`config.mk`:
```
export PLATFORM = sky130hd
export DESIGN_NAME = therm_decoder_pipe_flat
export DESIGN_NICKNAME = d
export VERILOG_FILES = /design/src/rtl/therm_decoder_pipe_if.sv /design/src/rtl/therm_decoder_pipe.sv /design/src/flat_wrapper.sv
export SDC_FILE = /design/constraint.sdc
export NUM_CORES = 1
export LEC_CHECK = 0
export CAP_MARGIN = 20
export CORE_MARGIN = 4
export CORE_UTILIZATION = 50
export CTS_CLUSTER_DIAMETER = 40
export CTS_CLUSTER_SIZE = 12
export DETAILED_ROUTE_END_ITERATION = 16
export PLACE_DENSITY = 0.7
export SLEW_MARGIN = 20
export SYNTH_ARGS = -nofsm -noshare
export SYNTH_HDL_FRONTEND = slang
export SYNTH_SLANG_ARGS = --single-unit
```
`constraint.sdc`:
```
create_clock -name clk -period 9.8 [get_ports clk]
set_input_delay 0.98 -clock clk [delete_from_list [all_inputs] [get_ports clk]]
set_output_delay 0.98 -clock clk [all_outputs]
set_load 0.05 [all_outputs]
```
`src/rtl/therm_decoder_pipe_if.sv`:
```
// Sample/result bus of the thermometer decoder pipeline.
// master = comparator capture side, slave = decoder.
interface therm_decoder_pipe_if #(
    parameter int N_COMP = 14,
    parameter int OUT_W  = 4,
    parameter int N_CH   = 1,
    parameter int CNT_W  = 16
);
    logic                    din_valid;
    logic [N_CH*N_COMP-1:0]  din;
    logic                    err_clr;
    logic                    dout_valid;
    logic [N_CH*OUT_W-1:0]   dout;
    logic [N_CH-1:0]         ovf;
    logic [N_CH-1:0]         bub;
    logic [N_CH-1:0]         err;
    logic [CNT_W-1:0]        err_cnt;

    modport master (
        output din_valid, din, err_clr,
        input  dout_valid, dout, ovf, bub, err, err_cnt
    );

    modport slave (
        input  din_valid, din, err_clr,
        output dout_valid, dout, ovf, bub, err, err_cnt
    );
endinterface

```
`src/rtl/therm_decoder_pipe.sv`:
```
// Pipelined N_CH-channel thermometer-to-binary decoder with bubble
// correction, ovf/bub/err flags and a saturating error counter.
module therm_decoder_pipe #(
    parameter int N_COMP = 14,
    parameter int OUT_W  = 4,
    parameter int N_CH   = 1,
    parameter int CNT_W  = 16
) (
    input  logic               clk,
    input  logic               rst,
    therm_decoder_pipe_if.slave io_bus
);
    localparam int DW = N_CH * N_COMP;
    localparam int CW = N_CH * OUT_W;

    if (N_COMP < 2 || N_COMP > 63) begin : g_bad_ncomp
        $error("N_COMP must be in 2..63");
    end
    if ((64'd1 << OUT_W) <= 64'(N_COMP)) begin : g_bad_outw
        $error("OUT_W too narrow for N_COMP");
    end

    logic            r_s1_v;
    logic [DW-1:0]   r_s1_d;
    logic [DW-1:0]   w_cor;
    logic [N_CH-1:0] w_ne;
    logic            r_s2_v;
    logic [DW-1:0]   r_s2_t;
    logic [N_CH-1:0] r_s2_ne;
    logic [CW-1:0]   w_code;
    logic [N_CH-1:0] w_ovf;
    logic [N_CH-1:0] w_err;
    logic            r_s3_v;
    logic [CW-1:0]   r_s3_code;
    logic [N_CH-1:0] r_s3_ovf;
    logic [N_CH-1:0] r_s3_err;
    logic [N_CH-1:0] r_s3_bub;
    logic            r_o_v;
    logic [CW-1:0]   r_o_dout;
    logic [N_CH-1:0] r_o_ovf;
    logic [N_CH-1:0] r_o_bub;
    logic [N_CH-1:0] r_o_err;
    logic [CNT_W-1:0] r_err_cnt;

    // Stage 1: capture comparator bank; data holds while idle
    always_ff @(posedge clk) begin
        if (rst) begin
            r_s1_v <= 1'b0;
            r_s1_d <= '0;
        end else begin
            r_s1_v <= io_bus.din_valid;
            if (io_bus.din_valid) r_s1_d <= io_bus.din;
        end
    end

    // 3-input majority per bit, padded with 1 below bit 0 and 0 above the top
    always_comb begin
        logic [N_COMP+1:0] v_ext;
        w_cor = '0;
        w_ne  = '0;
        v_ext = '0;
        for (int c = 0; c < N_CH; c++) begin
            v_ext = {1'b0, r_s1_d[c*N_COMP +: N_COMP], 1'b1};
            for (int i = 0; i < N_COMP; i++) begin
                w_cor[c*N_COMP+i] = (v_ext[i]   & v_ext[i+1]) |
                                    (v_ext[i]   & v_ext[i+2]) |
                                    (v_ext[i+1] & v_ext[i+2]);
            end
            w_ne[c] = w_cor[c*N_COMP +: N_COMP] != r_s1_d[c*N_COMP +: N_COMP];
        end
    end

    // Stage 2: register corrected vectors and the changed-bit flag
    always_ff @(posedge clk) begin
        if (rst) begin
            r_s2_v  <= 1'b0;
            r_s2_t  <= '0;
            r_s2_ne <= '0;
        end else begin
            r_s2_v <= r_s1_v;
            if (r_s1_v) begin
                r_s2_t  <= w_cor;
                r_s2_ne <= w_ne;
            end
        end
    end

    // Count the run of ones from LSB; any one after the run is an error
    always_comb begin
        logic             v_run;
        logic [OUT_W-1:0] v_cnt;
        w_code = '0;
        w_ovf  = '0;
        w_err  = '0;
        v_run  = 1'b1;
        v_cnt  = '0;
        for (int c = 0; c < N_CH; c++) begin
            v_run = 1'b1;
            v_cnt = '0;
            for (int i = 0; i < N_COMP; i++) begin
                if (r_s2_t[c*N_COMP+i]) begin
                    if (v_run) v_cnt = v_cnt + OUT_W'(1);
                    else       w_err[c] = 1'b1;
                end else begin
                    v_run = 1'b0;
                end
            end
            w_code[c*OUT_W +: OUT_W] = v_cnt;
            w_ovf[c] = v_run;
        end
    end

    // Stage 3: register decoded code and flags
    always_ff @(posedge clk) begin
        if (rst) begin
            r_s3_v    <= 1'b0;
            r_s3_code <= '0;
            r_s3_ovf  <= '0;
            r_s3_err  <= '0;
            r_s3_bub  <= '0;
        end else begin
            r_s3_v <= r_s2_v;
            if (r_s2_v) begin
                r_s3_code <= w_code;
                r_s3_ovf  <= w_ovf;
                r_s3_err  <= w_err;
                r_s3_bub  <= r_s2_ne;
            end
        end
    end

    // Output registers: load only on a valid stage-3 result, else hold
    always_ff @(posedge clk) begin
        if (rst) begin
            r_o_v    <= 1'b0;
            r_o_dout <= '0;
            r_o_ovf  <= '0;
            r_o_bub  <= '0;
            r_o_err  <= '0;
        end else begin
            r_o_v <= r_s3_v;
            if (r_s3_v) begin
                r_o_dout <= r_s3_code;
                r_o_ovf  <= r_s3_ovf;
                r_o_bub  <= r_s3_bub;
                r_o_err  <= r_s3_err;
            end
        end
    end

    // Saturating error-sample counter; clear wins over increment
    always_ff @(posedge clk) begin
        if (rst) begin
            r_err_cnt <= '0;
        end else if (io_bus.err_clr) begin
            r_err_cnt <= '0;
        end else if (r_s3_v && (|r_s3_err) &&
                     (r_err_cnt != {CNT_W{1'b1}})) begin
            r_err_cnt <= r_err_cnt + CNT_W'(1);
        end
    end

    assign io_bus.dout_valid = r_o_v;
    assign io_bus.dout       = r_o_dout;
    assign io_bus.ovf        = r_o_ovf;
    assign io_bus.bub        = r_o_bub;
    assign io_bus.err        = r_o_err;
    assign io_bus.err_cnt    = r_err_cnt;
endmodule

```
`src/flat_wrapper.sv`:
```
// flat-port wrapper written by rule: the top's interface ports become plain ports
module therm_decoder_pipe_flat 
#(
    parameter int N_COMP = 14,
    parameter int OUT_W  = 4,
    parameter int N_CH   = 1,
    parameter int CNT_W  = 16
)
  (clk, rst, io_bus_din_valid, io_bus_din, io_bus_err_clr, io_bus_dout_valid, io_bus_dout, io_bus_ovf, io_bus_bub, io_bus_err, io_bus_err_cnt);
  therm_decoder_pipe_if #(.N_COMP(N_COMP), .OUT_W(OUT_W), .N_CH(N_CH), .CNT_W(CNT_W)) io_bus_i ();
  input  logic clk;
  input  logic rst;
  input wire logic [$bits(io_bus_i.din_valid)-1:0] io_bus_din_valid;
  input wire logic [$bits(io_bus_i.din)-1:0] io_bus_din;
  input wire logic [$bits(io_bus_i.err_clr)-1:0] io_bus_err_clr;
  output wire logic [$bits(io_bus_i.dout_valid)-1:0] io_bus_dout_valid;
  output wire logic [$bits(io_bus_i.dout)-1:0] io_bus_dout;
  output wire logic [$bits(io_bus_i.ovf)-1:0] io_bus_ovf;
  output wire logic [$bits(io_bus_i.bub)-1:0] io_bus_bub;
  output wire logic [$bits(io_bus_i.err)-1:0] io_bus_err;
  output wire logic [$bits(io_bus_i.err_cnt)-1:0] io_bus_err_cnt;
  assign io_bus_i.din_valid = io_bus_din_valid;
  assign io_bus_i.din = io_bus_din;
  assign io_bus_i.err_clr = io_bus_err_clr;
  assign io_bus_dout_valid = io_bus_i.dout_valid;
  assign io_bus_dout = io_bus_i.dout;
  assign io_bus_ovf = io_bus_i.ovf;
  assign io_bus_bub = io_bus_i.bub;
  assign io_bus_err = io_bus_i.err;
  assign io_bus_err_cnt = io_bus_i.err_cnt;
  therm_decoder_pipe #(.N_COMP(N_COMP), .OUT_W(OUT_W), .N_CH(N_CH), .CNT_W(CNT_W)) u_core (.clk(clk), .rst(rst), .io_bus(io_bus_i));
endmodule
```
==> key figures, run 1 <==
CTS
  – Clk root buf: clkbuf_8
  – Clock-pin slew on the worst setup and hold paths: 0.08 ns
  – Htree depth: 3
  – Post-CTS repair timing setup buffer count: 0
  – Hold-fix buffers at CTS: 0
  – Clock latency on the worst-skew pair: ~0.34 ns
  – Clock buffer count from CTS: 9
  – PostCTS Resize Cnt: 0
  – TritonCTS clock tree: built
  – CTS Sinks: 63
  – Clock Tree Buf Depth: 2

Cells and area
  – Final core occ: about 62%
  – Antenna Cells: 0
  – Final net count: 507
  – Layout area overhead: 17.0%
  – Multi-input gate area: 2190 um2
  – FILL cells: ~640
  – Seq. cell area: between 1000 and 1500 um2
  – Fraction of layout cells with a size suffix above 1: around 6.2%

Min path
  – Min-delay src: u_core.r_s3_code[1]
  – Hold depth: 2
  – WHS Endpoint: u_core.r_s3_code[1]
  – Min-delay worst type: reg -> reg

Synth
  – Distinct cells, synth: 62
  – Synth top area cells: dfxtp_1 34%, mux2i_1 7.4%, nor2_1 7.2%
  – Synthesized area per cell: about 8.1 um2
  – Synth Flop Type: dfxtp_1
  – Synth top area share: around a third
  – Area leader, netlist: dfxtp_1
  – Syn nets: slightly below 500
  – Post-synthesis cell count: 454
  – Post-synthesis register bit count: 63
  – Count of flip-flops with a built-in enable after synthesis: 0
  – Syn Std Cell Area: between 3000 and 4000 um2
  – Seq/Total Area, Yosys: between 30% and 40%
  – YS warnings: 0
  – Async SR Flop Fraction: 0%

Detailed routing
  – Average wire per standard cell: roughly 13 um
  – Drt drc: 0
  – Router iterations before antenna repair: 4
  – First-iteration detailed-routing DRC count: 135
  – Post-route ant nets: 0
  – Drt total wl: 7620 um
  – Vias: 3182
  – Via density: 5.49

Timing
  – Final Cycle Share: 62.8%
  – RSZ-0062 raised after global routing: false
  – Slew headroom: around 34%
  – Max Clock Skew: between 0.015 and 0.02 ns
  – Setup slack after layout: about 3.7 ns
  – Min Hold Slack: around 0.45 ns
  – Worst Max-Slew Pin Slew: around 0.99 ns
  – Final setup TNS: 0 ns
  – Count of final setup violators: 0
  – Clock period minus final worst setup slack: approximately 6 ns
  – Achievable frequency: 163 MHz
  – Fin. Hold Viols: 0
  – Slew Limit Fails: 0

Global routing
  – Initial antenna violation count: 0
  – Largest net degree at the start of global routing: 48
  – Total GRT Usage: 18.0%
  – Gr ovfl total: 0
  – Vias in the first global route: 2779
  – First-pass GRT wire length: 12800 um

Worst setup path
  – R2R setup slack: between 3 and 4 ns
  – RR Startpoint: u_core.r_s2_t[0]
  – Buf/Inv on CP: 1
  – Arrival @ worst endpoint: roughly 6.4 ns
  – Cell mode on critical path: ha_1
  – Max stage delay on crit path: 0.46 ns
  – Top Family by Delay on Critical Path: compound AO/OA/AOI/OAI gates
  – Critical Path Slowest Stage Cell: dfxtp_1
  – Crit-path max FO: 9
  – Nature of the critical path endpoint: register
  – Req. time, crit path: between 10 and 15 ns
  – R2R cell count: 32
  – Critical setup path kind: reg -> reg
  – RR Endpoint: u_core.r_s3_code[3]
  – Critical Path Source Type: register

Placement
  – HPWL after DPL: ~5500 um
  – GPL Wtd Cong: approximately 0.84
  – Pre-CTS WS: 3.67 ns
  – Port Buf Inserts: slightly above 40

Die
  – Die W: between 90 and 100 um
  – Initial Utilization: 52.6%
  – Die H: approximately 94 um
  – Core Region: roughly 6900 um2
  – DIE AREA: slightly below 9000 um2
  – IO Pins: between 40 and 50
  – Rows: 30

Pwr
  – PwrDens: roughly 130 nW/um2
  – Pwr Total: 0.575 mW
  – Max VDD drop: 0.0996 mV
  – Leak Pwr: about 1.6 nW

Run status
  – Status: finished clean

Flow run
  – Max_cap viols: 0
## flip-flops by register name (all words and copies together), names as in the netlist
signal / cells
u_core.r_s3_bub: 1
u_core.io_bus.bub: 1
u_core.io_bus.ovf: 1
u_core.r_s3_v: 1
u_core.r_s2_t: 14
u_core.io_bus.err_cnt: 16
u_core.r_s3_code: 4
u_core.r_s2_v: 1
u_core.r_s2_ne: 1
u_core.r_s3_ovf: 1
u_core.io_bus.dout_valid: 1
u_core.r_s1_d: 14
u_core.io_bus.dout: 4
u_core.r_s3_err: 1
u_core.io_bus.err: 1
u_core.r_s1_v: 1
## cell usage after synthesis (10+ instances only)
master	count
nand2_1	41
inv_1	17
nand3_1	14
dfxtp_1	63
mux2i_1	27
a311oi_1	13
nor2_1	70
clkbuf_1	16
xor2_1	14
ha_1	10
a21oi_1	21
o21ai_0	28
## layout by cell type (no fill, tap or decap), types with 3 or more instances in the layout
master and instances:
nor2b_1 8, clkbuf_8 12, and4_1 4, ha_1 10, a31oi_1 3, nand4_1 8, nor3_1 6, xnor2_1 8
inv_1 17, nand2b_1 8, a21oi_1 21, o2111ai_1 3, mux2i_1 27, nand2_1 41, o21ai_0 28, nor2_1 70
xor2_1 14, clkinvlp_4 3, clkdlybuf4s50_1 41, a211oi_1 6, and3_1 5, and2_1 8, a311oi_1 13, nand3_1 14
dfxtp_1 63
## how the worst max path moves through the flow
stage	from	end	slack, ns	cells after the start
floorplan	u_core.r_s2_t[0]	u_core.r_s3_code[3]	4.07	33
global placement	u_core.r_s2_t[1]	u_core.r_s3_code[3]	3.87	32
detailed placement	u_core.r_s2_t[0]	u_core.r_s3_code[3]	3.67	32
CTS	u_core.r_s2_t[0]	u_core.r_s3_code[3]	3.66	32
global route	u_core.r_s2_t[0]	u_core.r_s3_code[3]	3.05	32
finish	u_core.r_s2_t[0]	u_core.r_s3_code[3]	3.65	32
## kinds of logic (layout without fill, tap and decap cells)
| logic type | Yosys count | after routing | synth area share [%] |
|---|---|---|---|
| adder cells (fa/ha/maj) | 10 | 10 | 3.42 |
| multiplexers | 29 | 29 | 8.01 |
| buffers and inverters | 46 | 76 | 5.65 |
| flip-flops | 63 | 63 | 34.5 |
| XOR/XNOR | 22 | 22 | 5.27 |
| AND/OR/NAND/NOR | 186 | 186 | 24.8 |
| AO/OA/AOI/OAI | 98 | 98 | 18.4 |
## final cells by class
class | count | share of cell area, %
Clock inverter | 4 | 1.23
Tap cell | 96 | 2.81
Inverter | 17 | 1.49
Sequential cell | 63 | 29.5
Timing Repair Buffer | 43 | 9.95
Multi-Input combinational cell | 345 | 51.2
Clock buffer | 12 | 3.86
## per-stage QoR
step                std cells  area, um2
floorplan                 454       3660
global placement          564       4060
detailed placement        564       4060
CTS                       580       4280
global route              580       4280
finish                    580       4280
## per-layer routing
| metal | up-vias | wire length, um | GRT usage, % | part of all wire (%) |
|---|---|---|---|---|
| li1 | 1652 | - | - | - |
| met1 | 1458 | 3820 | 24.7 | 50 |
| met2 | 64 | 3410 | 27.9 | 45 |
| met3 | 8 | 312 | 4.34 | 4.1 |
| met4 | 0 | 87 | 5.62 | 1.1 |
| met5 | - | 0 | 0 | 0 |
## power breakdown
| part | total (mW) | switching, mW | internal (mW) |
|---|---|---|---|
| sequential | 0.282 | 0.0176 | 0.264 |
| clock | 0.240 | 0.102 | 0.138 |
| combinational | 0.0532 | 0.0259 | 0.0273 |
## worst min-delay path, delay by kind of cell (launching register included)
family / cells / cell delay (ns)
AO/OA/AOI/OAI: 1 / 0.05
AND/OR/NAND/NOR: 1 / 0.05
flip-flops: 1 / 0.31
(Power assumes the default switching activity.)
==> run 2: changes to the inputs <==
--- a/config.mk
+++ b/config.mk
@@ -11,7 +11,7 @@
 export CTS_CLUSTER_DIAMETER = 40
 export CTS_CLUSTER_SIZE = 12
 export DETAILED_ROUTE_END_ITERATION = 16
-export PLACE_DENSITY = 0.7
+export PLACE_DENSITY = 0.73
 export SLEW_MARGIN = 20
 export SYNTH_ARGS = -nofsm -noshare
 export SYNTH_HDL_FRONTEND = slang
==> constraint.sdc (replaced) <==
create_clock -name clk -period 5.65 [get_ports clk]
set_input_delay 0.565 -clock clk [delete_from_list [all_inputs] [get_ports clk]]
set_output_delay 0.565 -clock clk [all_outputs]
set_load 0.05 [all_outputs]
==> run 2 against run 1 <==
Fmax increased by 9.8%. Sequential power increased by 73%. Sequential cell count unchanged. Count of clock-buffer cells in the layout unchanged. Non-clock buffer count increased by 17. Critical endpoint unchanged.
==> key figures, run 2 (synthesized netlist as in run 1, its figures left out) <==
Cells and area
  – Antenna Cells: 0
  – Number of flip-flops in the largest register: 16
  – Final cell count without fillers: roughly 600
  – Most frequent cells in the layout: 70 x nor2_1, 59 x dfxtp_1, 41 x nand2_1, 41 x clkdlybuf4s50_1, 27 x mux2i_1
  – Most common cell after layout, fill and taps aside: nor2_1
  – FILL cells: roughly 600
  – Multi-input gate area: about 2300 um2
  – Fraction of layout cells with a size suffix above 1: approximately 14%
  – Layout area overhead: 22.7%
  – Seq. cell area: about 1300 um2
  – Post-layout instance area: between 4000 and 5000 um2
  – Final net count: 524
  – Final core occ: 64.6%

Global routing
  – Vias in the first global route: around 3000
  – Initial antenna violation count: 0
  – Total GRT Usage: 18.6%
  – Largest net degree at the start of global routing: 48
  – First-pass GRT wire length: roughly 13000 um
  – Gr ovfl total: 0

Detailed routing
  – Post-route ant nets: 0
  – Router iterations before antenna repair: 7
  – Drt drc: 0
  – Via density: ~5.5
  – Drt total wl: 7970 um
  – Vias: 3275
  – First-iteration detailed-routing DRC count: about 180
  – Average wire per standard cell: 13.3 um

Timing
  – RSZ-0062 raised after global routing: true
  – Fin. Hold Viols: 0
  – Final setup TNS: 0 ns
  – Worst Max-Slew Pin Slew: 0.938 ns
  – Slew Limit Fails: 0
  – Final Cycle Share: approximately 100%
  – Achievable frequency: 179 MHz
  – Clock period minus final worst setup slack: about 5.6 ns
  – Max Clock Skew: 0.0115 ns
  – Slew headroom: 37.4%
  – Min Hold Slack: 0.485 ns
  – Count of final setup violators: 0

Worst setup path
  – Top Family by Delay on Critical Path: simple AND/OR/NAND/NOR gates
  – Arrival @ worst endpoint: approximately 6 ns
  – Max stage delay on crit path: 0.37 ns
  – Cell mode on critical path: nor2_1
  – Req. time, crit path: roughly 5.9 ns
  – Buf/Inv on CP: 2
  – Nature of the critical path endpoint: register
  – Crit-path max FO: 4
  – Critical setup path kind: reg -> reg
  – Critical Path Slowest Stage Cell: or3_1
  – Critical Path Source Type: register

Pwr
  – Max VDD drop: 0.154 mV
  – PwrDens: 213 nW/um2
  – Leak Pwr: about 1.7 nW

Placement
  – Inst Count DP: 578
  – Area of placed instances: between 4000 and 5000 um2
  – GPL Wtd Cong: about 0.86
  – HPWL after DPL: between 5000 and 6000 um
  – Port Buf Inserts: slightly above 40

CTS
  – Clk root buf: clkbuf_8
  – Clock Tree Buf Depth: 2
  – TritonCTS clock tree: built
  – Clock-pin slew on the worst setup and hold paths: roughly 0.08 ns
  – Clock latency on the worst-skew pair: between 0.3 and 0.4 ns
  – Htree depth: 3
  – Clock buffer count from CTS: 9
  – CTS Sinks: 63
  – Hold-fix buffers at CTS: 0

Die
  – IO Pins: 42
  – DIE AREA: a little under 9000 um2
  – Die H: between 90 and 100 um
  – Die W: just over 90 um
  – Core Region: between 6000 and 7000 um2
  – Rows: 30
  – Initial Utilization: a little over half

Flow run
  – Max_cap viols: 0

Min path
  – Min-delay worst type: reg -> reg

Run status
  – Status: finished clean
run 2: changes by cell type in the layout (fill, tap and decap cells not counted), sizes merged:
cell / previous run / this run
buf: 2 / 19
bufinv: 1 / 0
clkinv: 0 / 1
clkinvlp: 3 / 2
inv: 17 / 18
run 2: layer usage:
| metal | GRT usage (%) | part of all wire, % | up-vias |
|---|---|---|---|
| li1 | - | - | 1684 |
| met1 | 24.4 | 48 | 1505 |
| met2 | 30.6 | 47 | 78 |
| met3 | 3.22 | 4.5 | 8 |
| met4 | 7.08 | 1.1 | 0 |
| met5 | 0 | 0 | - |
run 2: path summary, 6_finish.rpt:
check | slack, ns | depth (start not counted) | start | endpoint
worst max-delay path | 0.05 | 35 | u_core.r_s2_t[2] | u_core.r_s3_code[3]
worst min-delay path | 0.48 | 2 | u_core.r_s3_err | u_core.r_s3_err
worst max register to register | 0.05 | 35 | u_core.r_s2_t[2] | u_core.r_s3_code[3]
worst min register to register | 0.48 | 2 | u_core.r_s3_err | u_core.r_s3_err
run 2: through the flow:
stage	setup WS, ns	total power, mW
2_1_floorplan	0.0105	0.565
3_3_place_gp	0.0449	0.594
3_5_place_dp	-0.0962	0.598
4_1_cts	0.0303	0.961
5_1_grt	-0.326	1.00
6_report	0.0504	0.957
run 2: repair_timing:
item,4_1_cts,5_1_grt
setup buffers,0,3
hold endpoints to repair,0,0
endpoints found under the setup margin,1,3
pin swaps,4,30
resized for setup,5,23
run 2: worst reg2reg max path: cells and delay by family (launching register included):
kind / cells / cell delay, ns
xor+xnor: 4 / 0.43
flops: 1 / 0.35
compound gates: 9 / 1.32
buf+inv: 2 / 0.16
simple gates: 13 / 1.63
mux: 2 / 0.35
fa+ha+maj: 5 / 1.26
run 2: area by class of cell:
cell class	count	share of cell area [%]
flip-flops and latches	63	28.3
well taps	96	2.68
clock buffers	12	3.46
repair buffers	60	12.4
multi-input cells	345	51.1
inverters	17	1.42
clock inverters	4	0.641
run 2: where the power goes:
group          leakage (nW)  switching [mW]  total [mW]  internal (mW)
combinational          1.07          0.0528       0.111         0.0579
clock                0.0890           0.176       0.360          0.184
sequential            0.515          0.0285       0.487          0.458
total                  1.68           0.257       0.957          0.700
==> run 3: changes to the inputs <==
--- a/config.mk
+++ b/config.mk
@@ -5,12 +5,14 @@
 export SDC_FILE = /design/constraint.sdc
 export NUM_CORES = 1
 export LEC_CHECK = 0
+export ABC_AREA = 1
 export CAP_MARGIN = 20
 export CORE_MARGIN = 4
 export CORE_UTILIZATION = 50
 export CTS_CLUSTER_DIAMETER = 40
 export CTS_CLUSTER_SIZE = 12
 export DETAILED_ROUTE_END_ITERATION = 16
+export MAX_ROUTING_LAYER = met4
 export PLACE_DENSITY = 0.73
 export SLEW_MARGIN = 20
 export SYNTH_ARGS = -nofsm -noshare
==> run 3 against run 2 <==
Highest routed layer unchanged. Clock power increased by 12%. Synthesized cell count is 15% higher. Die area fell by 2.8%. Routed wire length is 5.1% lower. First-iteration DRC count grew 6.3%. Global-route usage is 1.0 points higher.
==> key figures, run 3 <==
Worst setup path
  – Critical setup path kind: reg -> reg
  – Arrival @ worst endpoint: 5.34 ns
  – Critical Path Source Type: register
  – R2R cell count: 36
  – RR Startpoint: u_core.r_s2_t[1]
  – CP Launch Point: u_core.r_s2_t[1]
  – R2R setup slack: about 0.6 ns
  – Req. time, crit path: roughly 6 ns
  – Crit-path max FO: 4
  – Nature of the critical path endpoint: register
  – Max stage delay on crit path: between 0.3 and 0.4 ns
  – Critical Path Slowest Stage Cell: dfxtp_1
  – Cell mode on critical path: nand2_1
  – RR Endpoint: u_core.r_s3_code[1]

Die
  – Rows: 30
  – DIE AREA: approximately 8500 um2
  – Initial Utilization: around 52%
  – IO Pins: 42
  – Core Region: between 6000 and 7000 um2
  – Die H: ~92 um
  – Die W: slightly above 90 um

Synth
  – YS warnings: 0
  – Synth Flop Type: dfxtp_1
  – Synthesized area per cell: between 6 and 7 um2
  – Most frequent cell after synthesis: nand2_1
  – Post-synthesis register bit count: 63
  – Seq/Total Area, Yosys: a little over a third
  – Post-synthesis cell count: between 500 and 600
  – Syn Std Cell Area: roughly 3500 um2
  – Synth top area cells: dfxtp_1 36%, nand2_1 10%, o21ai_0 9.5%
  – Area leader, netlist: dfxtp_1
  – Synth cell count leaders: 99 x nand2_1, 75 x inv_1, 67 x o21ai_0, 63 x dfxtp_1, 55 x a21oi_1
  – Distinct cells, synth: 39
  – Count of flip-flops with a built-in enable after synthesis: 0
  – Synth top area share: ~36%
  – Syn nets: 550
  – Async SR Flop Fraction: 0%

Min path
  – Min-delay worst type: reg -> reg
  – Min-delay src: u_core.io_bus.err
  – WHS Endpoint: u_core.io_bus.err
  – Hold depth: 2

Placement
  – Port Buf Inserts: 41
  – HPWL after DPL: roughly 5700 um
  – GPL Wtd Cong: 0.858
  – Area of placed instances: ~4000 um2
  – Inst Count DP: roughly 650
  – Pre-CTS WS: 0.623 ns

Timing
  – Worst Max-Slew Pin Slew: around 0.77 ns
  – RSZ-0062 raised after global routing: false
  – Final setup TNS: 0 ns
  – Slew headroom: 48.4%
  – Clock period minus final worst setup slack: slightly above 5 ns
  – Setup slack after layout: around 0.59 ns
  – Min Hold Slack: 0.477 ns
  – Max Clock Skew: 0.0151 ns
  – Achievable frequency: 198 MHz
  – Slew Limit Fails: 0
  – Count of final setup violators: 0
  – Fin. Hold Viols: 0
  – Final Cycle Share: between 80% and 90%

CTS
  – Clk root buf: clkbuf_8
  – TritonCTS clock tree: built
  – Clock latency on the worst-skew pair: approximately 0.34 ns
  – Clock buffer count from CTS: 9
  – PostCTS Resize Cnt: 0
  – CTS Sinks: 63
  – Post-CTS repair timing setup buffer count: 0
  – Hold-fix buffers at CTS: 0
  – Clock Tree Buf Depth: 2
  – Htree depth: 3
  – Clock-pin slew on the worst setup and hold paths: approximately 0.07 ns

Cells and area
  – Most frequent cells in the layout: 99 x nand2_1, 75 x inv_1, 67 x o21ai_0
  – Antenna Cells: 0
  – Most common cell after layout, fill and taps aside: nand2_1
  – Final cell count without fillers: between 600 and 700
  – Final net count: 590
  – Layout area overhead: 19.5%
  – Fraction of layout cells with a size suffix above 1: a little under a tenth
  – Post-layout instance area: roughly 4200 um2
  – Number of flip-flops in the largest register: 16
  – Final core occ: 62.0%

Detailed routing
  – Average wire per standard cell: around 11 um
  – Post-route ant nets: 0
  – First-iteration detailed-routing DRC count: 186
  – Drt total wl: 7560 um
  – Drt drc: 0
  – Router iterations before antenna repair: 4
  – Via density: ~5.0
  – Vias: around 3300

Global routing
  – Vias in the first global route: around 3100
  – Total GRT Usage: about a fifth
  – Initial antenna violation count: 0
  – Largest net degree at the start of global routing: 29
  – Gr ovfl total: 0
  – First-pass GRT wire length: 13500 um

Pwr
  – PwrDens: 229 nW/um2
  – Max VDD drop: approximately 0.24 mV
  – Pwr Total: approximately 0.97 mW
  – Leak Pwr: ~1.9 nW

Run status
  – Status: finished clean

Flow run
  – Max_cap viols: 0
[run 3: cell types whose count changed in the layout (fill, tap and decap cells not counted), moves of 12 or more]
cell	previous run	this run
nor2_1	70	52
inv_1	15	75
nand2_1	41	99
a311oi_1	13	0
o21ai_0	26	67
a21oi_1	19	55
xor2_1	13	1
buf_4	18	0
mux2i_1	27	0
[run 3: area by class of cell]
| type | count | area, um2 |
|---|---|---|
| clock inverters | 3 | 40.0 |
| flip-flops and latches | 63 | 1260 |
| multi-input cells | 366 | 1930 |
| clock buffers | 13 | 169 |
| fillers | 646 | 2600 |
| repair buffers | 41 | 410 |
| well taps | 96 | 120 |
| inverters | 81 | 304 |
[run 3: worst max-delay path, delay by kind of cell (launching register included)]
family / cells / cell delay (ns)
adder cells (fa/ha/maj): 6 / 1.70
XOR/XNOR: 1 / 0.16
buffers and inverters: 6 / 0.35
flip-flops: 1 / 0.38
AO/OA/AOI/OAI: 5 / 0.88
AND/OR/NAND/NOR: 18 / 1.53
[run 3: worst max-delay path by stage]
| stage | end | slack, ns | cells past startpoint |
|---|---|---|---|
| final | u_core.r_s3_code[1] | 0.59 | 36 |
| after global routing | u_core.r_s3_code[1] | 0.02 | 37 |
| after CTS | u_core.r_s3_code[1] | 0.61 | 36 |
| after detailed placement | u_core.r_s3_code[1] | 0.62 | 36 |
| after global placement | u_core.r_s3_code[1] | 0.90 | 37 |
| after floorplan | u_core.r_s3_code[1] | 1.12 | 36 |
[run 3: cells by family (layout without fill, tap and decap cells)]
| logic type | count (synthesis) | in the layout | synth area share (%) |
|---|---|---|---|
| AND/OR/NAND/NOR | 211 | 211 | 28.5 |
| adder cells (fa/ha/maj) | 10 | 10 | 3.53 |
| AO/OA/AOI/OAI | 142 | 142 | 21.7 |
| flip-flops | 63 | 63 | 35.6 |
| XOR/XNOR | 3 | 3 | 0.742 |
| buffers and inverters | 93 | 138 | 9.92 |
[run 3: routing by layer]
| metal | GRT usage (%) | up-vias | wire length (um) |
|---|---|---|---|
| li1 | - | 1792 | - |
| met1 | 25.8 | 1473 | 3880 |
| met2 | 30.4 | 59 | 3310 |
| met3 | 2.71 | 9 | 262 |
| met4 | 8.42 | 0 | 108 |
| met5 | - | - | 0 |
[run 3: report_power, final]
part / total, mW / switching (mW) / internal, mW
clock: 0.405 / 0.166 / 0.239
sequential: 0.475 / 0.0156 / 0.460
combinational: 0.0908 / 0.0549 / 0.0359
total: 0.971 / 0.237 / 0.734
